### src/rtl/uart_cmd_parser_pkg.sv
// Shared opcodes, state encoding and frame-validation helper for the UART
// command parser.
package uart_cmd_parser_pkg;

  localparam logic [7:0] OPC_WR   = 8'hA5;
  localparam logic [7:0] OPC_RD   = 8'hA1;
  localparam logic [7:0] RD_DUMMY = 8'hFF;

  typedef enum logic [1:0] {
    S_ADDR = 2'd0,
    S_DATA = 2'd1,
    S_OP   = 2'd2,
    S_PEND = 2'd3
  } state_e;

  // A read frame carries a dummy data byte that must be RD_DUMMY.
  function automatic logic opcode_ok(input logic [7:0] opc, input logic [7:0] data);
    return (opc == OPC_WR) || ((opc == OPC_RD) && (data == RD_DUMMY));
  endfunction

endpackage

### src/rtl/uart_idle_timer.sv
// Inter-byte idle timer: counts enabled cycles since the last clear and flags
// the cycle in which the count reaches TIMEOUT_CYCLES-1.
module uart_idle_timer
  import uart_cmd_parser_pkg::*;
#(
  parameter int TIMEOUT_CYCLES = 500000,
  parameter int CNT_W          = 20
) (
  input  logic clk50M,
  input  logic rst_i,
  input  logic clear,
  input  logic enable,
  output logic expired
);

  localparam logic [CNT_W-1:0] LAST = CNT_W'(TIMEOUT_CYCLES - 1);

  logic [CNT_W-1:0] cnt_q, cnt_d;

  always_comb begin
    cnt_d = cnt_q;
    if (clear) begin
      cnt_d = '0;
    end else if (enable) begin
      cnt_d = cnt_q + CNT_W'(1);
    end
  end

  always_ff @(posedge clk50M) begin
    if (rst_i) begin
      cnt_q <= '0;
    end else begin
      cnt_q <= cnt_d;
    end
  end

  assign expired = enable && (cnt_q == LAST);

endmodule

### src/rtl/uart_cmd_parser.sv
// Assembles address/data/opcode UART frames into single-cycle SPI EEPROM
// read/write commands, holding a command while the SPI engine is busy.
//
// state  | meaning
// S_ADDR | idle, waiting for the address byte
// S_DATA | address captured, waiting for the data byte (timeout armed)
// S_OP   | data captured, waiting for the opcode byte (timeout armed)
// S_PEND | valid command held until spi_busy drops; new bytes are dropped
module uart_cmd_parser
  import uart_cmd_parser_pkg::*;
#(
  parameter int TIMEOUT_CYCLES = 500000,
  parameter int CNT_W          = 20
) (
  input  logic       clk50M,
  input  logic       rst_i,
  input  logic [7:0] rx_data,
  input  logic       rx_done,
  input  logic       spi_busy,
  output logic [7:0] spi_addr,
  output logic [7:0] spi_data,
  output logic       spi_wr,
  output logic       spi_rd,
  output logic       frame_err,
  output logic       timeout_err,
  output logic       overrun_err,
  output logic [7:0] cmd_cnt
);

  state_e     state_q, state_d;
  logic [7:0] addr_sh_q, addr_sh_d;
  logic [7:0] data_sh_q, data_sh_d;
  logic       pend_rd_q, pend_rd_d;
  logic [7:0] spi_addr_q, spi_addr_d;
  logic [7:0] spi_data_q, spi_data_d;
  logic [7:0] cmd_cnt_q, cmd_cnt_d;
  logic       spi_wr_q, spi_wr_d;
  logic       spi_rd_q, spi_rd_d;
  logic       frame_err_q, frame_err_d;
  logic       timeout_err_q, timeout_err_d;
  logic       overrun_err_q, overrun_err_d;

  logic       opc_valid;
  logic       issue, issue_rd;
  logic       tmr_clear, tmr_en, tmr_expired;

  assign opc_valid = opcode_ok(rx_data, data_sh_q);

  // Clearing on the next state keeps the counter at zero outside S_DATA/S_OP
  // and guarantees it starts from zero on entry.
  assign tmr_en    = (state_q == S_DATA) || (state_q == S_OP);
  assign tmr_clear = rx_done || !((state_d == S_DATA) || (state_d == S_OP));

  uart_idle_timer #(
    .TIMEOUT_CYCLES(TIMEOUT_CYCLES),
    .CNT_W         (CNT_W)
  ) u_idle_timer (
    .clk50M (clk50M),
    .rst_i  (rst_i),
    .clear  (tmr_clear),
    .enable (tmr_en),
    .expired(tmr_expired)
  );

  always_ff @(posedge clk50M) begin
    if (rst_i) begin
      state_q       <= S_ADDR;
      addr_sh_q     <= '0;
      data_sh_q     <= '0;
      pend_rd_q     <= 1'b0;
      spi_addr_q    <= '0;
      spi_data_q    <= '0;
      cmd_cnt_q     <= '0;
      spi_wr_q      <= 1'b0;
      spi_rd_q      <= 1'b0;
      frame_err_q   <= 1'b0;
      timeout_err_q <= 1'b0;
      overrun_err_q <= 1'b0;
    end else begin
      state_q       <= state_d;
      addr_sh_q     <= addr_sh_d;
      data_sh_q     <= data_sh_d;
      pend_rd_q     <= pend_rd_d;
      spi_addr_q    <= spi_addr_d;
      spi_data_q    <= spi_data_d;
      cmd_cnt_q     <= cmd_cnt_d;
      spi_wr_q      <= spi_wr_d;
      spi_rd_q      <= spi_rd_d;
      frame_err_q   <= frame_err_d;
      timeout_err_q <= timeout_err_d;
      overrun_err_q <= overrun_err_d;
    end
  end

  always_comb begin
    state_d = state_q;
    unique case (state_q)
      S_ADDR: if (rx_done) state_d = S_DATA;
      S_DATA: begin
        if (rx_done)          state_d = S_OP;
        else if (tmr_expired) state_d = S_ADDR;
      end
      S_OP: begin
        if (rx_done)          state_d = (opc_valid && spi_busy) ? S_PEND : S_ADDR;
        else if (tmr_expired) state_d = S_ADDR;
      end
      S_PEND: if (!spi_busy) state_d = S_ADDR;
      default: state_d = S_ADDR;
    endcase
  end

  always_comb begin
    addr_sh_d     = addr_sh_q;
    data_sh_d     = data_sh_q;
    pend_rd_d     = pend_rd_q;
    spi_addr_d    = spi_addr_q;
    spi_data_d    = spi_data_q;
    cmd_cnt_d     = cmd_cnt_q;
    spi_wr_d      = 1'b0;
    spi_rd_d      = 1'b0;
    frame_err_d   = 1'b0;
    timeout_err_d = 1'b0;
    overrun_err_d = 1'b0;
    issue         = 1'b0;
    issue_rd      = 1'b0;

    unique case (state_q)
      S_ADDR: if (rx_done) addr_sh_d = rx_data;
      S_DATA: begin
        if (rx_done)          data_sh_d = rx_data;
        else if (tmr_expired) timeout_err_d = 1'b1;
      end
      S_OP: begin
        if (rx_done) begin
          if (!opc_valid) begin
            frame_err_d = 1'b1;
          end else if (spi_busy) begin
            pend_rd_d = (rx_data == OPC_RD);
          end else begin
            issue    = 1'b1;
            issue_rd = (rx_data == OPC_RD);
          end
        end else if (tmr_expired) begin
          timeout_err_d = 1'b1;
        end
      end
      S_PEND: begin
        overrun_err_d = rx_done;
        if (!spi_busy) begin
          issue    = 1'b1;
          issue_rd = pend_rd_q;
        end
      end
      default: ;
    endcase

    if (issue) begin
      spi_addr_d = addr_sh_q;
      spi_data_d = data_sh_q;
      spi_wr_d   = !issue_rd;
      spi_rd_d   = issue_rd;
      cmd_cnt_d  = cmd_cnt_q + 8'd1;
    end
  end

  assign spi_addr    = spi_addr_q;
  assign spi_data    = spi_data_q;
  assign spi_wr      = spi_wr_q;
  assign spi_rd      = spi_rd_q;
  assign frame_err   = frame_err_q;
  assign timeout_err = timeout_err_q;
  assign overrun_err = overrun_err_q;
  assign cmd_cnt     = cmd_cnt_q;

endmodule

### config.mk
export PLATFORM = sky130hd
export DESIGN_NAME = uart_cmd_parser
export DESIGN_NICKNAME = d
export VERILOG_FILES = /design/src/rtl/uart_cmd_parser_pkg.sv /design/src/rtl/uart_idle_timer.sv /design/src/rtl/uart_cmd_parser.sv
export SDC_FILE = /design/constraint.sdc
export NUM_CORES = 1
export LEC_CHECK = 0
export ABC_AREA = 1
export ABC_CLOCK_PERIOD_IN_PS = 2150
export CAP_MARGIN = 25
export CORE_ASPECT_RATIO = 0.8
export CORE_MARGIN = 8
export CORE_UTILIZATION = 50
export CTS_BUF_LIST = sky130_fd_sc_hd__clkbuf_8
export CTS_CLUSTER_SIZE = 20
export DETAILED_ROUTE_END_ITERATION = 8
export PLACE_DENSITY = 0.81
export SETUP_SLACK_MARGIN = 0.4
export SLEW_MARGIN = 20
export SYNTH_ARGS = -nofsm -noshare
export SYNTH_HDL_FRONTEND = slang
export SYNTH_SLANG_ARGS = --single-unit
### constraint.sdc
create_clock -name clk50M -period 2.15 [get_ports clk50M]
set_input_delay 0.3225 -clock clk50M [delete_from_list [all_inputs] [get_ports clk50M]]
set_output_delay 0.3225 -clock clk50M [all_outputs]
set_load 0.02 [all_outputs]
==> insert_results.sql <==
INSERT INTO impl_metrics (metric_group, metric, value, unit) VALUES
('yosys', 'synth.yosys.seq_area_share', '0.4414', ''),
('critical_path', 'worst-endpoint-required', '2.44', 'ns'),
('sta', 'timing.final.crit_share', '1.002', ''),
('critical_path', 'critical_path.most_common_cell', 'sky130_fd_sc_hd__nand2_2', ''),
('run_status', 'violations', 'negative setup slack', ''),
('clocking', 'cts_buffers', '9', ''),
('clocking', 'cts.clk_slew.worst_paths', '0.07', 'ns'),
('global_routing', 'first_global_vias', '2772', ''),
('drt', 'first_pass_iters', '5', ''),
('final_layout', 'multiInputGateArea', '1675', 'sq um'),
('critical_path', 'critical-path-max-stage-delay', '0.37', 'ns'),
('drt', 'wirelength', '7722', 'microns'),
('sta', 'final-max-slew-violation-count', '0', ''),
('drt', 'drt_first_iter_violations', '182', ''),
('drt', 'viasPerCell', '5.002', ''),
('global_routing', 'grt_use_total', '0.1719', ''),
('run_status', 'run_status', 'finished, violations left', ''),
('yosys', 'yosys.area.top_type', 'sky130_fd_sc_hd__dfxtp_1', ''),
('final_layout', 'area_used_by_sequential_logic_in_the_layout', '1369', 'sq um'),
('floorplan', 'die_y_extent', '86.25', 'microns'),
('sta', 'skew', '0.008945', 'ns'),
('yosys', 'synth.top_cells.by_area', 'sky130_fd_sc_hd__dfxtp_1 44%, sky130_fd_sc_hd__nor2_1 9.0%, sky130_fd_sc_hd__nand2_1 5.5%', ''),
('yosys', 'yosys.area.top_type_share', '0.4414', ''),
('sta', 'timing.hold.ws', '0.4848', 'ns'),
('clocking', 'holdBufCountCts', '0', ''),
('place', 'gpl.final_weighted_congestion', '0.8820', ''),
('clocking', 'insertion_delay_of_the_later_clocked_pin_in_the_worst_skew_pair', '0.35', 'ns'),
('sta', 'finalSetupViolCount', '1', ''),
('critical_path', 'cp.buffers_inverters', '2', ''),
('yosys', 'adder_cell_share_of_the_synthesized_area', '0.02840', ''),
('sta', 'totalNegativeSetupSlack', '-0.004685', 'ns'),
('worst_hold_path', 'type_of_the_tightest_min_delay_check', 'reg -> reg', ''),
('final_layout', 'area_growth', '38.34', '%'),
('sta', 'rsz0062_at_grt', 'yes', ''),
('critical_path', 'number_of_cells_on_the_worst_reg_to_reg_path', '15', ''),
('final_layout', 'num-fill-cells', '445', ''),
('power_and_ir_drop', 'power_frac_comb', '0.130', ''),
('critical_path', 'r2r-end', 'u_idle_timer.cnt_q[18]', ''),
('power_and_ir_drop', 'total_power', '2.728', 'mW'),
('yosys', 'synth_top_family_by_area', 'simple AND/OR/NAND/NOR gates', ''),
('critical_path', 'start_kind', 'flip-flop', ''),
('power_and_ir_drop', 'power_report.internal_total', '1.997', 'mW'),
('clocking', 'cts_sinks', '68', ''),
('final_layout', 'most-common-layout-cells', '73 x sky130_fd_sc_hd__nor2_1, 66 x sky130_fd_sc_hd__dfxtp_1, 37 x sky130_fd_sc_hd__clkdlybuf4s50_1', ''),
('drt', 'ant_nets', '0', ''),
('yosys', 'synth_xor_area_frac', '0.04828', ''),
('power_and_ir_drop', 'power.share.clock', '0.384', ''),
('yosys', 'muxShareOfSynthArea', '0.003245', ''),
('place', 'place_worst_setup_slack', '-0.1100', 'ns'),
('final_layout', 'drive_gt1_frac', '0.2812', ''),
('yosys', 'synth.lib_cells_used.distinct', '31', ''),
('power_and_ir_drop', 'power.static_leakage', '1.698', 'nW'),
('worst_hold_path', 'hold_path_startpoint', 'spi_data[0]', ''),
('sta', 'maxClockFrequency', '464.1', 'MHz'),
('floorplan', 'floorplan.die.width', '103.8', 'microns'),
('power_and_ir_drop', 'power.share.switching', '0.2679', ''),
('clocking', 'ctsRootBufferMaster', 'sky130_fd_sc_hd__clkbuf_8', ''),
('place', 'port_buffers', '40', ''),
('floorplan', 'ioPinCount', '41', ''),
('critical_path', 'timing_worst_setup_path_type', 'reg -> reg', ''),
('yosys', 'synthesis.area_per_instance', '7.749', 'sq um'),
('final_layout', 'design.final.nets', '487', ''),
('clocking', 'cts_max_path_buffers', '2', ''),
('global_routing', 'global_route.overflow_total', '0', ''),
('yosys', 'synthesis.yosys.warnings', '0', ''),
('worst_hold_path', 'worstHoldPathCells', '2', ''),
('critical_path', 'worst_ep_arrival_time', '2.44', 'ns'),
('yosys', 'syn_inst', '398', ''),
('sta', 'finalWorstSetupSlack', '-0.004685', 'ns'),
('floorplan', 'initial_core_util', '0.5189', ''),
('power_and_ir_drop', 'vdd_ir_drop_max', '500.9', 'uV');
## worst reg2reg max path: cells and delay by family, from the launching register on
| family | cells | cell delay, ns |
|---|---|---|
| and+or+nand+nor | 12 | 1.20 |
| DFF | 1 | 0.37 |
| adders and majority gates | 1 | 0.28 |
| buffers and inverters | 2 | 0.23 |
## repair_timing
action                     in CTS  in global routing
cloned                          1                  1
setup endpoints to repair      27                 50
pin swaps                       5                 11
setup buffers                   7                  3
gates resized for setup        17                 29
## worst max-delay path by stage
stage,start,endpoint,cells past startpoint
6_report,state_q[0],u_idle_timer.cnt_q[18],15
5_1_grt,state_q[0],u_idle_timer.cnt_q[18],12
4_1_cts,state_q[0],u_idle_timer.cnt_q[16],15
3_5_place_dp,rx_data[0],u_idle_timer.cnt_q[18],18
3_3_place_gp,rx_data[0],u_idle_timer.cnt_q[18],18
2_1_floorplan,state_q[0],u_idle_timer.cnt_q[18],13
## through the flow
step,area [sq um],std cells
floorplan,3123,398
global placement,3757,526
detailed placement,3757,526
CTS,4109,550
global route,4267,554
finish,4267,554
## sequential cells by signal, summed over array words and instances (netlist names)
signal              cells
u_idle_timer.cnt_q     20
addr_sh_q               8
cmd_cnt                 8
data_sh_q               8
spi_addr                8
spi_data                8
state_q                 2
frame_err               1
overrun_err             1
pend_rd_q               1
spi_rd                  1
spi_wr                  1
timeout_err             1
## cell usage after synthesis
library cell,n
sky130_fd_sc_hd__nor4_1,1
sky130_fd_sc_hd__buf_1,2
sky130_fd_sc_hd__o21ai_1,22
sky130_fd_sc_hd__inv_1,31
sky130_fd_sc_hd__dfxtp_1,68
sky130_fd_sc_hd__buf_6,3
sky130_fd_sc_hd__a21oi_1,13
sky130_fd_sc_hd__nand2_2,8
sky130_fd_sc_hd__nor3_2,1
sky130_fd_sc_hd__ha_1,7
sky130_fd_sc_hd__xor2_1,10
sky130_fd_sc_hd__nand2_1,45
sky130_fd_sc_hd__o21ai_0,20
sky130_fd_sc_hd__nor2_4,1
sky130_fd_sc_hd__xnor2_1,7
sky130_fd_sc_hd__or2_0,1
sky130_fd_sc_hd__nor3_1,6
sky130_fd_sc_hd__nor2_2,27
sky130_fd_sc_hd__buf_2,3
sky130_fd_sc_hd__nor2_1,74
sky130_fd_sc_hd__nor4_4,1
sky130_fd_sc_hd__clkbuf_1,7
sky130_fd_sc_hd__nor3b_1,3
sky130_fd_sc_hd__mux2i_1,1
sky130_fd_sc_hd__o31ai_1,1
sky130_fd_sc_hd__nand3_1,10
sky130_fd_sc_hd__nand4_1,4
sky130_fd_sc_hd__o22ai_1,1
sky130_fd_sc_hd__inv_2,10
sky130_fd_sc_hd__nand4_2,1
sky130_fd_sc_hd__nand3_2,9
## per-layer routing
metal	wire (microns)	GRT usage	up-vias	share of wire
li1	-	-	1401	-
met1	3285	0.1946	1289	0.43
met2	3878	0.2901	65	0.50
met3	430	0.06597	16	0.056
met4	127	0.06422	0	0.016
met5	0	0	-	0
## power by group through the flow
| stage | Combinational, mW | Clock (mW) | Sequential (mW) |
|---|---|---|---|
| floorplan | 0.179 | 0 | 1.35 |
| CTS | 0.319 | 1.07 | 1.32 |
| global placement | 0.263 | 0 | 1.35 |
| detailed placement | 0.272 | 0 | 1.35 |
| finish | 0.355 | 1.05 | 1.32 |
| global route | 0.389 | 1.14 | 1.33 |
## cell families (layout without fill, tap and decap cells)
family                     count (synthesis)  in the layout
and+or+nand+nor                          192            192
DFF                                       68             68
AOI/OAI and AO/OA                         57             57
buffers and inverters                     56            131
xor gates and xnor gates                  17             17
adders and majority gates                  7              7
muxes                                      1              1
## area by class of cell
cell class | instances | area share
multi-input cells | 274 | 0.3927
clock inverters | 7 | 0.01760
inverters | 41 | 0.03842
flip-flops and latches | 68 | 0.3208
repair buffers | 74 | 0.1777
clock buffers | 9 | 0.02903
well taps | 81 | 0.02375
(Power assumes the default switching activity.)
